File: config.mk
export PLATFORM = sky130hd
export DESIGN_NAME = snake_step_ctrl
export DESIGN_NICKNAME = d
export VERILOG_FILES = /design/src/rtl/snake_pkg.sv /design/src/rtl/tick_prescaler.sv /design/src/rtl/snake_step_ctrl.sv
export SDC_FILE = /design/constraint.sdc
export NUM_CORES = 1
export LEC_CHECK = 0
export ABC_AREA = 0
export BUFFER_PORTS_ARGS = -buffer_cell sky130_fd_sc_hd__buf_2
export CORE_ASPECT_RATIO = 1.4
export CORE_MARGIN = 2
export CORE_UTILIZATION = 55
export DETAILED_ROUTE_END_ITERATION = 6
export PLACE_DENSITY = 0.76
export RECOVER_POWER = 50
export SETUP_SLACK_MARGIN = 0.15
export SKIP_LAST_GASP = 1
export SLEW_MARGIN = 20
export SYNTH_ARGS = -nofsm -noshare
export SYNTH_HDL_FRONTEND = slang
export SYNTH_SLANG_ARGS = --single-unit
File: constraint.sdc
create_clock -name clk -period 3.6 [get_ports clk]
set_clock_uncertainty 0.15 [all_clocks]
set_input_delay 0.36 -clock clk [delete_from_list [all_inputs] [get_ports clk]]
set_output_delay 0.36 -clock clk [all_outputs]
set_load 0.01 [all_outputs]
File: src/rtl/snake_pkg.sv
// Shared constants, FSM state type and speed encoding for the snake display step sequencer.
package snake_pkg;

  localparam int STEP_W = 5;
  localparam int STEPS  = 20;

  typedef enum logic [1:0] {
    S_IDLE,
    S_RUN,
    S_PAUSE
  } state_e;

  typedef enum logic [1:0] {
    SPD_X1 = 2'd0,
    SPD_X2 = 2'd1,
    SPD_X4 = 2'd2,
    SPD_X8 = 2'd3
  } speed_e;

  // Right-shift applied to the base divider; each speed step halves the advance period.
  function automatic logic [1:0] speed_shift(input logic [1:0] speed);
    logic [1:0] sh;
    case (speed_e'(speed))
      SPD_X1:  sh = 2'd0;
      SPD_X2:  sh = 2'd1;
      SPD_X4:  sh = 2'd2;
      SPD_X8:  sh = 2'd3;
      default: sh = 2'd0;
    endcase
    return sh;
  endfunction

endpackage

File: src/rtl/tick_prescaler.sv
// Period counter for the snake sequencer: counts while enabled and flags the terminal cycle.
module tick_prescaler #(
  parameter int CNT_W = 24
) (
  input  logic             clk,
  input  logic             rst,
  input  logic             en,
  input  logic             clr,
  input  logic [CNT_W-1:0] period,
  output logic             tc
);

  logic [CNT_W-1:0] cnt;

  // >= rather than == so a shortened period mid-count terminates at once instead of wrapping.
  assign tc = en && (cnt >= (period - CNT_W'(1)));

  // NOTE: sequential state uses non-blocking assignments so every register samples pre-edge values.
  always_ff @(posedge clk) begin
    if (rst) begin
      cnt <= '0;
    end else if (clr) begin
      cnt <= '0;
    end else if (en) begin
      cnt <= tc ? '0 : cnt + CNT_W'(1);
    end
  end

endmodule

File: src/rtl/snake_step_ctrl.sv
// Run/pause/single-step sequencer producing the snake display step index.
// Define SNAKE_LAP_EN to build the lap_cnt output and its lap register.
module snake_step_ctrl
  import snake_pkg::*;
#(
  parameter int STEPS    = snake_pkg::STEPS,
  parameter int TICK_DIV = 10_000_000
) (
  input  logic              clk,
  input  logic              rst,
  input  logic              run,
  input  logic              step_btn,
  input  logic              clr,
  input  logic              dir,
  input  logic [1:0]        speed,
  output logic [STEP_W-1:0] step,
  output logic              tick,
  output logic              running
`ifdef SNAKE_LAP_EN
  ,
  output logic [7:0]        lap_cnt
`endif
);

  localparam int                CNT_W = $clog2(TICK_DIV + 1);
  localparam logic [STEP_W-1:0] LAST  = STEP_W'(STEPS - 1);

  state_e            state_q, state_d;
  logic              enter_run;
  logic              btn_adv;
  logic              advance;
  logic              tc;
  logic              wrap;
  logic [STEP_W-1:0] step_nxt;
  logic [CNT_W-1:0]  period;

  assign period = CNT_W'(TICK_DIV >> speed_shift(speed));

  tick_prescaler #(
    .CNT_W (CNT_W)
  ) u_prescaler (
    .clk    (clk),
    .rst    (rst),
    .en     (state_q == S_RUN),
    .clr    (clr || enter_run),
    .period (period),
    .tc     (tc)
  );

  // NOTE: every signal driven here gets a default first so no path can infer a latch.
  always_comb begin
    state_d   = state_q;
    enter_run = 1'b0;
    btn_adv   = 1'b0;
    case (state_q)
      S_IDLE, S_PAUSE: begin
        // A run rise wins over a coincident button press.
        if (run) begin
          state_d   = S_RUN;
          enter_run = 1'b1;
        end else if (step_btn) begin
          btn_adv = 1'b1;
        end
      end
      S_RUN: begin
        if (!run) state_d = S_PAUSE;
      end
      default: state_d = S_IDLE;
    endcase
    if (clr) begin
      state_d   = S_IDLE;
      enter_run = 1'b0;
      btn_adv   = 1'b0;
    end
  end

  assign advance = !clr && (tc || btn_adv);

  always_comb begin
    wrap = dir ? (step == '0) : (step == LAST);
    if (dir) step_nxt = wrap ? LAST : step - STEP_W'(1);
    else     step_nxt = wrap ? '0   : step + STEP_W'(1);
  end

  always_ff @(posedge clk) begin
    if (rst) begin
      state_q <= S_IDLE;
      step    <= '0;
      tick    <= 1'b0;
    end else begin
      state_q <= state_d;
      tick    <= advance;
      if (clr)          step <= '0;
      else if (advance) step <= step_nxt;
    end
  end

  assign running = (state_q == S_RUN);

`ifdef SNAKE_LAP_EN
  always_ff @(posedge clk) begin
    if (rst || clr) begin
      lap_cnt <= '0;
    end else if (advance && wrap) begin
      lap_cnt <= lap_cnt + 8'd1;
    end
  end
`endif

endmodule

==> impl_metrics.tcl, run 1 <==
set metrics [dict create \
    cts_resized 0 \
    peakVddDrop_mv 0.3798 \
    setup_viol 0 \
    p_total_uw 708.6 \
    relSlewSlack_pct 63.75 \
    ys_seq_area_share_pct 30.08 \
    hold_violations 0 \
    synth_area_leaders "dfxtp_1 30%, ha_1 17%, nor2_1 6.3%" \
    place_congestion 0.9412 \
    die_x_um 56.59 \
    nNetsFinal 313 \
    dr.pass1.iters 4 \
    synth_nets 295 \
    tritoncts "yes" \
    drc 0 \
    place.port_buffers 14 \
    maxSlewViolCount 0 \
    rows 26 \
    wl_per_cell_um 13.95 \
    yosys_warnings 0 \
    p_leak_nw 0.9146 \
    hold_class "in2reg" \
    whs_path_depth 2 \
    syn_inst 258 \
    slowest_stage "ha_1" \
    postCtsSetupRepairBufs 0 \
    drt_iter0_drc 74 \
    h-tree-depth 2 \
    synth_top_family_by_area "simple AND/OR/NAND/NOR gates" \
    worstMarginPinSlew_ns 0.5380 \
    r2r.worst_path.cells 7 \
    critPathMaxStageDelay_ns 0.37 \
    grt_max_degree 20 \
    pin_count 15 \
    yosysTopAreaCellShare_pct 30.08 \
    viasPerCell 5.558 \
    cpLargestDelayFamily "buffers and inverters" \
    ys.flop_type "dfxtp_1" \
    yosys.area_share.simple_pct 25.26 \
    dpl.cell_count 311 \
    detail-route-antenna-nets 0 \
    synth.avg_cell_area_um2 8.254 \
    numCtsBuffers 5 \
    track_usage_pct 21.96 \
    drive_gt1_share_pct 7.942 \
    routed_wl_mm 4.449 \
    placed_area_um2 2221 \
    clock-sinks 32 \
    synth_edf_count 0 \
    synth_seq_cells 32 \
    cts_buffer_depth 2 \
    dp.final_hpwl_mm 3.448 \
    synth_xor_area_share_pct 8.637 \
    status "finished, final reports clean" \
    layout_common_cells "36 x nor2_1, 32 x dfxtp_1, 29 x ha_1, 25 x nand2_1, 20 x inv_1" \
    first_global_vias 1658 \
    max_cap_viol_count 0 \
    start_kind "input pin" \
    min_period_ns 3.003 \
    cp.required_ns 3.62 \
    max_clock_freq_mhz 333.0 \
    setup.worst_path.class "in2reg" \
    grt_overflow 0 \
    end_kind "flop" \
    cp.arrival_ns 3.02 \
    cp_max_fo 19 \
    clk_pin_slew_ns 0.07 \
    core-area_um2 3676 \
    cp_cell_sequence "clkbuf_1 -> inv_1 -> ha_1 -> inv_1 -> ha_1 -> nand4_1 -> nor4_1 -> a32oi_1 -> a31oi_2 -> nand2b_1 -> buf_4 -> nor2_1" \
    n_antenna_cell 0 \
    finalCritPeriodShare_pct 83.41 \
    insertion_delay_ns 0.28 \
    yosys.area_share.adder_pct 17.04 \
    yosysTopAreaCell "dfxtp_1" \
    rsz0062_at_grt "no" \
    die_area_um2 4393 \
    mostFrequentLayoutCell "nor2_1" \
    stdcell_area_um2 2298 \
    syn_area_um2 2130 \
    async_reset_ff_share_pct 0 \
    die_height_um 77.63 \
    num_vias 1773 \
    synth.area.mux_share_pct 1.880 \
    tns_ns 0 \
    clockRootBuffer "clkbuf_8" \
    syn_to_final_growth_pct 7.932 \
    cts_hold_buf 0 \
    grt_pass1_wl_mm 7.583 \
    initial_utilization_pct 57.93 \
    fill_cells 335 \
    worst-path-buf-inv 4 \
    antenna_found_initial 0 \
    p_per_area_nw_per_um2 308.3 \
    layout.cells.non_filler 319 \
    yosys.cell_types.count 40 \
    synth_compound_area_share_pct 11.75 \
    cp.depth 12 \
]
==> path summary, 6_finish.rpt <==
check / to / start / slack [ns]
min reg2reg: u_prescaler.cnt[0]$_SDFFE_PP0P_ / u_prescaler.cnt[0]$_SDFFE_PP0P_ / 0.34
min: state_q[1]$_SDFFE_PP0P_ / run / 0.12
max reg2reg: u_prescaler.cnt[2]$_SDFFE_PP0P_ / u_prescaler.cnt[5]$_SDFFE_PP0P_ / 1.12
max: u_prescaler.cnt[13]$_SDFFE_PP0P_ / speed[1] / 0.60
==> cell usage after synthesis, types with 2 or more instances <==
cell / n
and4_1: 3
nor3_1: 7
nor3_2: 2
xnor2_1: 13
nor4b_1: 2
or4_1: 4
nand4_1: 4
nand3_1: 12
and2_1: 2
mux2i_1: 4
nor2_1: 36
nand2_1: 25
o221ai_1: 2
xor2_1: 8
clkbuf_1: 2
nand2b_1: 4
a21o_1: 2
o21ai_0: 8
a31o_2: 2
dfxtp_1: 32
a21oi_1: 17
ha_1: 29
o22ai_1: 2
inv_1: 20
==> registers in the layout (all words and copies together), names as in the netlist <==
name	count
state_q	2
step	5
u_prescaler.cnt	24
tick	1
==> cell type report <==
| type | count | area (µm²) | area share, % |
|---|---|---|---|
| timing repair buffer | 15 | 67.56 | 2.940 |
| tap | 42 | 52.55 | 2.286 |
| clock inverter | 1 | 7.507 | 0.3266 |
| multi-input combinational | 202 | 1369 | 59.55 |
| inverter | 20 | 75.07 | 3.266 |
| sequential | 32 | 640.6 | 27.87 |
| clock buffer | 7 | 86.33 | 3.756 |
==> cells by family after synthesis <==
group,count (synthesis)
xor gates and xnor gates,21
DFF,32
muxes,4
buffers and inverters,24
AOI/OAI and AO/OA,40
adders and majority gates,29
and+or+nand+nor,108
==> power breakdown <==
part	total [mW]	leakage [nW]	switching, mW	internal, mW
sequential	0.359	0.258	0.00312	0.356
clock	0.286	0.0445	0.131	0.155
combinational	0.0632	0.612	0.0396	0.0236
total	0.709	0.915	0.173	0.535
==> routing by layer <==
metal	up-vias	track usage [%]	part of all wire, %
met5	-	0	0
met4	0	10.00	2.9
met3	12	4.167	3.4
met2	32	38.60	51
met1	799	25.13	43
li1	930	-	-
==> through the flow <==
stage          setup WS (ns)  utilization (%)  hold slack [ns]
2_1_floorplan         0.9559                -           0.2874
3_3_place_gp          0.6093            60.42           0.3241
3_5_place_dp          0.5346            60.42           0.3325
4_1_cts               0.8286            62.97           0.1131
5_1_grt               0.3849            62.53           0.1331
6_report              0.5971            62.53           0.1208
==> worst reg2reg max path, cell delays in order (launching register included) <==
cell and delay, ns:
dfxtp_1 0.46, ha_1 0.30, a21oi_1 0.16, o221ai_1 0.15
a32oi_1 0.36, nand3_1 0.23, or4_1 0.45, a21oi_1 0.15
Note: power is estimated with default switching activity, not from simulation.
==> inputs of run 2 (changes only) <==
--- a/config.mk
+++ b/config.mk
@@ -5,7 +5,7 @@
 export SDC_FILE = /design/constraint.sdc
 export NUM_CORES = 1
 export LEC_CHECK = 0
-export ABC_AREA = 0
+export ABC_AREA = 1
 export BUFFER_PORTS_ARGS = -buffer_cell sky130_fd_sc_hd__buf_2
 export CORE_ASPECT_RATIO = 1.4
 export CORE_MARGIN = 2
==> constraint.sdc (replaced) <==
create_clock -name clk -period 3.1 [get_ports clk]
set_clock_uncertainty 0.15 [all_clocks]
set_input_delay 0.31 -clock clk [delete_from_list [all_inputs] [get_ports clk]]
set_output_delay 0.31 -clock clk [all_outputs]
set_load 0.01 [all_outputs]
==> run 2 against run 1 <==
Synthesized cell count is 17% higher; largest cell class unchanged; area after synthesis is 3.6% higher; critical path type unchanged; highest routed layer unchanged; wire length decreased by 3.0%.
==> impl_metrics.tcl, run 2 <==
set metrics [dict create \
    status "finished, final reports clean" \
    grt_pass1_wl_mm 7.590 \
    cpLargestDelayFamily "simple AND/OR/NAND/NOR gates" \
    synth_edf_count 0 \
    maxSlewViolCount 0 \
    track_usage_pct 21.43 \
    antenna_found_initial 0 \
    num_vias 1917 \
    place_congestion 0.8154 \
    cp.required_ns 3.11 \
    numCtsBuffers 5 \
    slowest_stage "ha_1" \
    synth_area_leaders "dfxtp_1 29%, ha_1 16%, nand2_1 11%" \
    clk_pin_slew_ns 0.07 \
    fill_cells 385 \
    cp.arrival_ns 2.37 \
    postCtsSetupRepairBufs 0 \
    worstMarginPinSlew_ns 0.5714 \
    grt_overflow 0 \
    clockRootBuffer "clkbuf_8" \
    rsz0062_at_grt "no" \
    p_per_area_nw_per_um2 365.2 \
    insertion_delay_ns 0.28 \
    critPathMaxStageDelay_ns 0.36 \
    viasPerCell 5.238 \
    end_kind "flop" \
    cp_max_fo 9 \
    regMostFlops "u_prescaler.cnt" \
    syn_inst 301 \
    reg_top3 "u_prescaler.cnt (24), step (5), state_q (2)" \
    dp.final_hpwl_mm 3.546 \
    max_clock_freq_mhz 423.9 \
    drive_gt1_share_pct 11.46 \
    yosysTopAreaCellShare_pct 29.02 \
    finish.utilization_pct 62.13 \
    hold_violations 0 \
    pin_count 15 \
    min_period_ns 2.359 \
    syn_area_um2 2207 \
    cp_cell_sequence "buf_2 -> inv_1 -> ha_1 -> inv_1 -> ha_1 -> nand2_1 -> nor2_1 -> nand2_1 -> nor2_1 -> nand2_1 -> nand3_1 -> nand2_1 -> nand2_1 -> clkbuf_1 -> nor2_1" \
    initial_utilization_pct 56.81 \
    drt_iter0_drc 33 \
    layout_common_cells "67 x nand2_1, 44 x nor2_1, 35 x inv_1, 32 x dfxtp_1, 29 x ha_1" \
    detail-route-antenna-nets 0 \
    yosys_warnings 0 \
    worstHoldStart "run" \
    tns_ns 0 \
    hold_class "in2reg" \
    crit_top_cell "nand2_1" \
    ys_seq_area_share_pct 29.02 \
    yosys.cell_types.count 32 \
    worst-path-buf-inv 4 \
    mostFrequentLayoutCell "nand2_1" \
    async_reset_ff_share_pct 0 \
    setup.worst_path.class "in2reg" \
    n_antenna_cell 0 \
    cts_resized 0 \
    place.port_buffers 14 \
    peakVddDrop_mv 0.3377 \
    routed_wl_mm 4.317 \
    clock-sinks 32 \
    tritoncts "yes" \
    h-tree-depth 2 \
    syn_to_final_growth_pct 9.354 \
    max_cap_viol_count 0 \
    nNetsFinal 359 \
    ys.flop_type "dfxtp_1" \
    setup_viol 0 \
    first_global_vias 1805 \
    grt_max_degree 16 \
    p_leak_nw 1.111 \
    synth_nets 338 \
    wl_per_cell_um 11.80 \
    core-area_um2 3885 \
    yosysMostFrequentCell "nand2_1" \
    startpoint "speed[1]" \
    die_height_um 78.96 \
    largest_register_ffs 24 \
    rows 27 \
    synth.avg_cell_area_um2 7.333 \
    dr.pass1.iters 4 \
    synth_seq_cells 32 \
    drc 0 \
    cts_hold_buf 0 \
    finalCritPeriodShare_pct 76.10 \
    die_x_um 57.54 \
    r2r_start "state_q[0]$_SDFFE_PP0P_" \
    start_kind "input pin" \
    synthTopCellsByCount "67 x nand2_1, 43 x nor2_1, 35 x inv_1" \
    yosysTopAreaCell "dfxtp_1" \
    die_area_um2 4543 \
    cts_buffer_depth 2 \
    relSlewSlack_pct 61.77 \
]
[run 2: layout make-up]
cell class	instances	area [µm²]	share of cell area, %
timing repair buffer	16	73.82	3.059
sequential	32	640.6	26.54
tap	43	53.80	2.229
clock buffer	6	72.57	3.007
inverter	38	142.6	5.910
clock inverter	2	35.03	1.452
multi-input combinational	229	1395	57.80
[run 2: per-layer routing]
metal | wire length, µm | GRT usage [%] | vias up
met1 | 1839 | 22.72 | 867
met2 | 2249 | 39.55 | 32
li1 | - | - | 1005
met4 | 138 | 11.63 | 0
met5 | 0 | 0 | -
met3 | 90 | 2.932 | 13
[run 2: final timing paths]
check	to	slack (ns)	cells past startpoint
hold / removal	state_q[1]$_SDFFE_PP0P_	0.07	2
setup reg to reg	u_prescaler.cnt[21]$_SDFFE_PP0P_	0.93	9
setup / recovery	u_prescaler.cnt[19]$_SDFFE_PP0P_	0.74	15
hold reg to reg	state_q[1]$_SDFFE_PP0P_	0.36	2
[run 2: logic make-up (layout without fill, tap and decap cells)]
| kind of cell | count (synthesis) | after routing | share of synthesized area (%) |
|---|---|---|---|
| AND/OR/NAND/NOR | 155 | 155 | 33.73 |
| buffers and inverters | 40 | 62 | 7.199 |
| flip-flops | 32 | 32 | 29.02 |
| adder cells (fa/ha/maj) | 29 | 29 | 16.44 |
| AO/OA/AOI/OAI | 29 | 29 | 7.257 |
| XOR/XNOR | 16 | 16 | 6.349 |
[run 2: per-stage QoR]
step	area, µm²	hold slack [ns]	instances	power [mW]	setup WS, ns
global placement	2330	0.3486	358	0.5053	0.5879
detailed placement	2330	0.3589	358	0.5078	0.4756
finish	2414	0.06628	366	0.8813	0.7410
global route	2414	0.07459	366	0.9221	0.3530
CTS	2437	0.05884	366	0.8975	0.7870
floorplan	2207	0.2374	301	0.4833	0.8859
[run 2: where the power goes]
part | switching [mW] | leakage, nW | internal [mW]
combinational | 0.0502 | 0.798 | 0.0282
clock | 0.147 | 0.0552 | 0.238
sequential | 0.00374 | 0.258 | 0.414
total | 0.201 | 1.11 | 0.680
==> inputs of run 3 (changes only) <==
==> constraint.sdc (replaced) <==
create_clock -name clk -period 2.2 [get_ports clk]
set_clock_uncertainty 0.15 [all_clocks]
set_input_delay 0.22 -clock clk [delete_from_list [all_inputs] [get_ports clk]]
set_output_delay 0.22 -clock clk [all_outputs]
set_load 0.01 [all_outputs]
==> run 3 against run 2 <==
Via count is 3.8% higher; sequential share of layout area is 3.5 points lower; wire length increased by 12%; clock power increased by 47%; register-to-register slack got worse by 0.78 ns; final area rose by 15%; first-iteration DRC count grew 91%; sequential power increased by 41%; final cell count grew 4.6%; critical path type is now reg2reg; highest routed layer unchanged.
==> impl_metrics.tcl, run 3 (same netlist as run 2, synthesis figures left out) <==
set metrics [dict create \
    syn_to_final_growth_pct 26.08 \
    end_kind "flop" \
    setup.worst_path.class "reg2reg" \
    grt_pass1_wl_mm 7.935 \
    largest_register_ffs 24 \
    cp_max_fo 6 \
    start_kind "flop" \
    insertion_delay_ns 0.29 \
    status "finished, final reports clean" \
    p_per_area_nw_per_um2 475.6 \
    n_antenna_cell 0 \
    max_clock_freq_mhz 487.7 \
    wl_per_cell_um 12.68 \
    nNetsFinal 376 \
    worstHoldStart "rst" \
    hold_violations 0 \
    startpoint "u_prescaler.cnt[13]$_SDFFE_PP0P_" \
    slowest_stage "dfxtp_1" \
    met3_usage_pct 3.583 \
    first_global_vias 1880 \
    cpLargestDelayFamily "simple AND/OR/NAND/NOR gates" \
    place_congestion 0.9310 \
    fill_cells 299 \
    reg_top3 "u_prescaler.cnt (24), step (5), state_q (2)" \
    min_period_ns 2.050 \
    use_met1_pct 24.92 \
    die_area_um2 4543 \
    grt_overflow 0 \
    detail-route-antenna-nets 0 \
    holdWs_ns 0.1182 \
    p_leak_nw 1.221 \
    critPathMaxStageDelay_ns 0.48 \
    grt_max_degree 13 \
    finalCritPeriodShare_pct 93.20 \
    hold_class "in2reg" \
    drc 0 \
    crit_top_cell "nand2_1" \
    max_cap_viol_count 0 \
    p_total_mw 1.323 \
    cts_buffer_depth 2 \
    die_height_um 78.96 \
    routed_wl_mm 4.855 \
    top_usage_layer "met2" \
    maxSlewViolCount 0 \
    initial_utilization_pct 56.81 \
    finish.utilization_pct 71.63 \
    place.port_buffers 14 \
    cp.arrival_ns 2.10 \
    setup_viol 0 \
    viasPerCell 5.193 \
    h-tree-depth 2 \
    dr.pass1.iters 4 \
    layout_common_cells "60 x nand2_1, 42 x nor2_1, 31 x dfxtp_1, 28 x inv_1, 19 x ha_1" \
    mostFrequentLayoutCell "nand2_1" \
    clk_pin_slew_ns 0.07 \
    clock-sinks 32 \
    peakVddDrop_mv 0.4113 \
    core-area_um2 3885 \
    use_met2_pct 41.02 \
    cp.required_ns 2.25 \
    numCtsBuffers 5 \
    tns_ns 0 \
    tritoncts "yes" \
    num_vias 1989 \
    worst-path-buf-inv 3 \
    drt_iter0_drc 63 \
    rows 27 \
    rsz0062_at_grt "no" \
    relSlewSlack_pct 70.63 \
    worstMarginPinSlew_ns 0.4389 \
    dp.final_hpwl_mm 3.571 \
    drive_gt1_share_pct 25.59 \
    clockRootBuffer "clkbuf_8" \
    track_usage_pct 22.29 \
    r2r_start "u_prescaler.cnt[13]$_SDFFE_PP0P_" \
    antenna_found_initial 0 \
    regMostFlops "u_prescaler.cnt" \
    cp_cell_sequence "ha_4 -> nand2_1 -> a21oi_1 -> nor2_1 -> nand2_1 -> nand2_1 -> nand3_1 -> nand2_4 -> nand2_4 -> buf_6 -> buf_4 -> nand2_2 -> inv_2" \
    pin_count 15 \
    die_x_um 57.54 \
]
-- run 3: changes by cell type in the layout (fill, tap and decap cells not counted), moves of 4 or more --
cell	before	now
a21oi_1	17	13
nand2_1	67	60
nand2_2	2	6
inv_1	35	28
a21oi_2	0	4
buf_4	1	15
inv_2	2	6
ha_1	29	19
ha_4	0	9
-- run 3: path summary, 6_finish.rpt --
| check | to | slack (ns) | depth (start not counted) |
|---|---|---|---|
| setup / recovery | tick$_SDFF_PP0_ | 0.15 | 13 |
| hold / removal | tick$_SDFF_PP0_ | 0.12 | 4 |
| hold reg to reg | state_q[1]$_SDFFE_PP0P_ | 0.38 | 2 |
| setup reg to reg | tick$_SDFF_PP0_ | 0.15 | 13 |
-- run 3: power breakdown --
| group | internal [mW] | switching [mW] | total [mW] |
|---|---|---|---|
| clock network | 0.335 | 0.230 | 0.565 |
| logic | 0.0770 | 0.0922 | 0.169 |
| registers | 0.583 | 0.00576 | 0.589 |
-- run 3: routing by layer --
layer | routed length (µm) | share of wire, % | up-vias
met3 | 126 | 2.6 | 6
met1 | 2039 | 42 | 902
met2 | 2618 | 54 | 39
met5 | 0 | 0 | -
met4 | 72 | 1.5 | 0
li1 | - | - | 1042
-- run 3: final cells by class --
cell class	count	area, µm²	share of cell area [%]
Clock inverter	3	42.54	1.529
Clock buffer	5	68.82	2.473
Tap cell	43	53.80	1.933
Sequential cell	32	641.9	23.07
Inverter	38	150.1	5.396
Multi-Input combinational cell	229	1578	56.70
Timing Repair Buffer	33	247.7	8.903
-- run 3: tightest hold or removal path, stage by stage --
cell     delay, ns
buf_2         0.07
nor2_1        0.10
nand2_2       0.10
inv_2         0.03
-- run 3: repair_timing --
item                                    CTS  global route
pin swaps                                 0            17
hold endpoints to repair                  1             0
gates resized for setup                   2            46
setup buffers                             0             7
hold buffers                              1             0
endpoints found under the setup margin    3            30
-- run 3: per-stage QoR --
step,instances,area (µm²),worst slack (ns)
detailed placement,367,2427,-0.1734
global route,383,2783,0.07782
CTS,376,2566,0.1573
finish,383,2783,0.1495
global placement,367,2427,-0.05922
floorplan,301,2215,0.1615
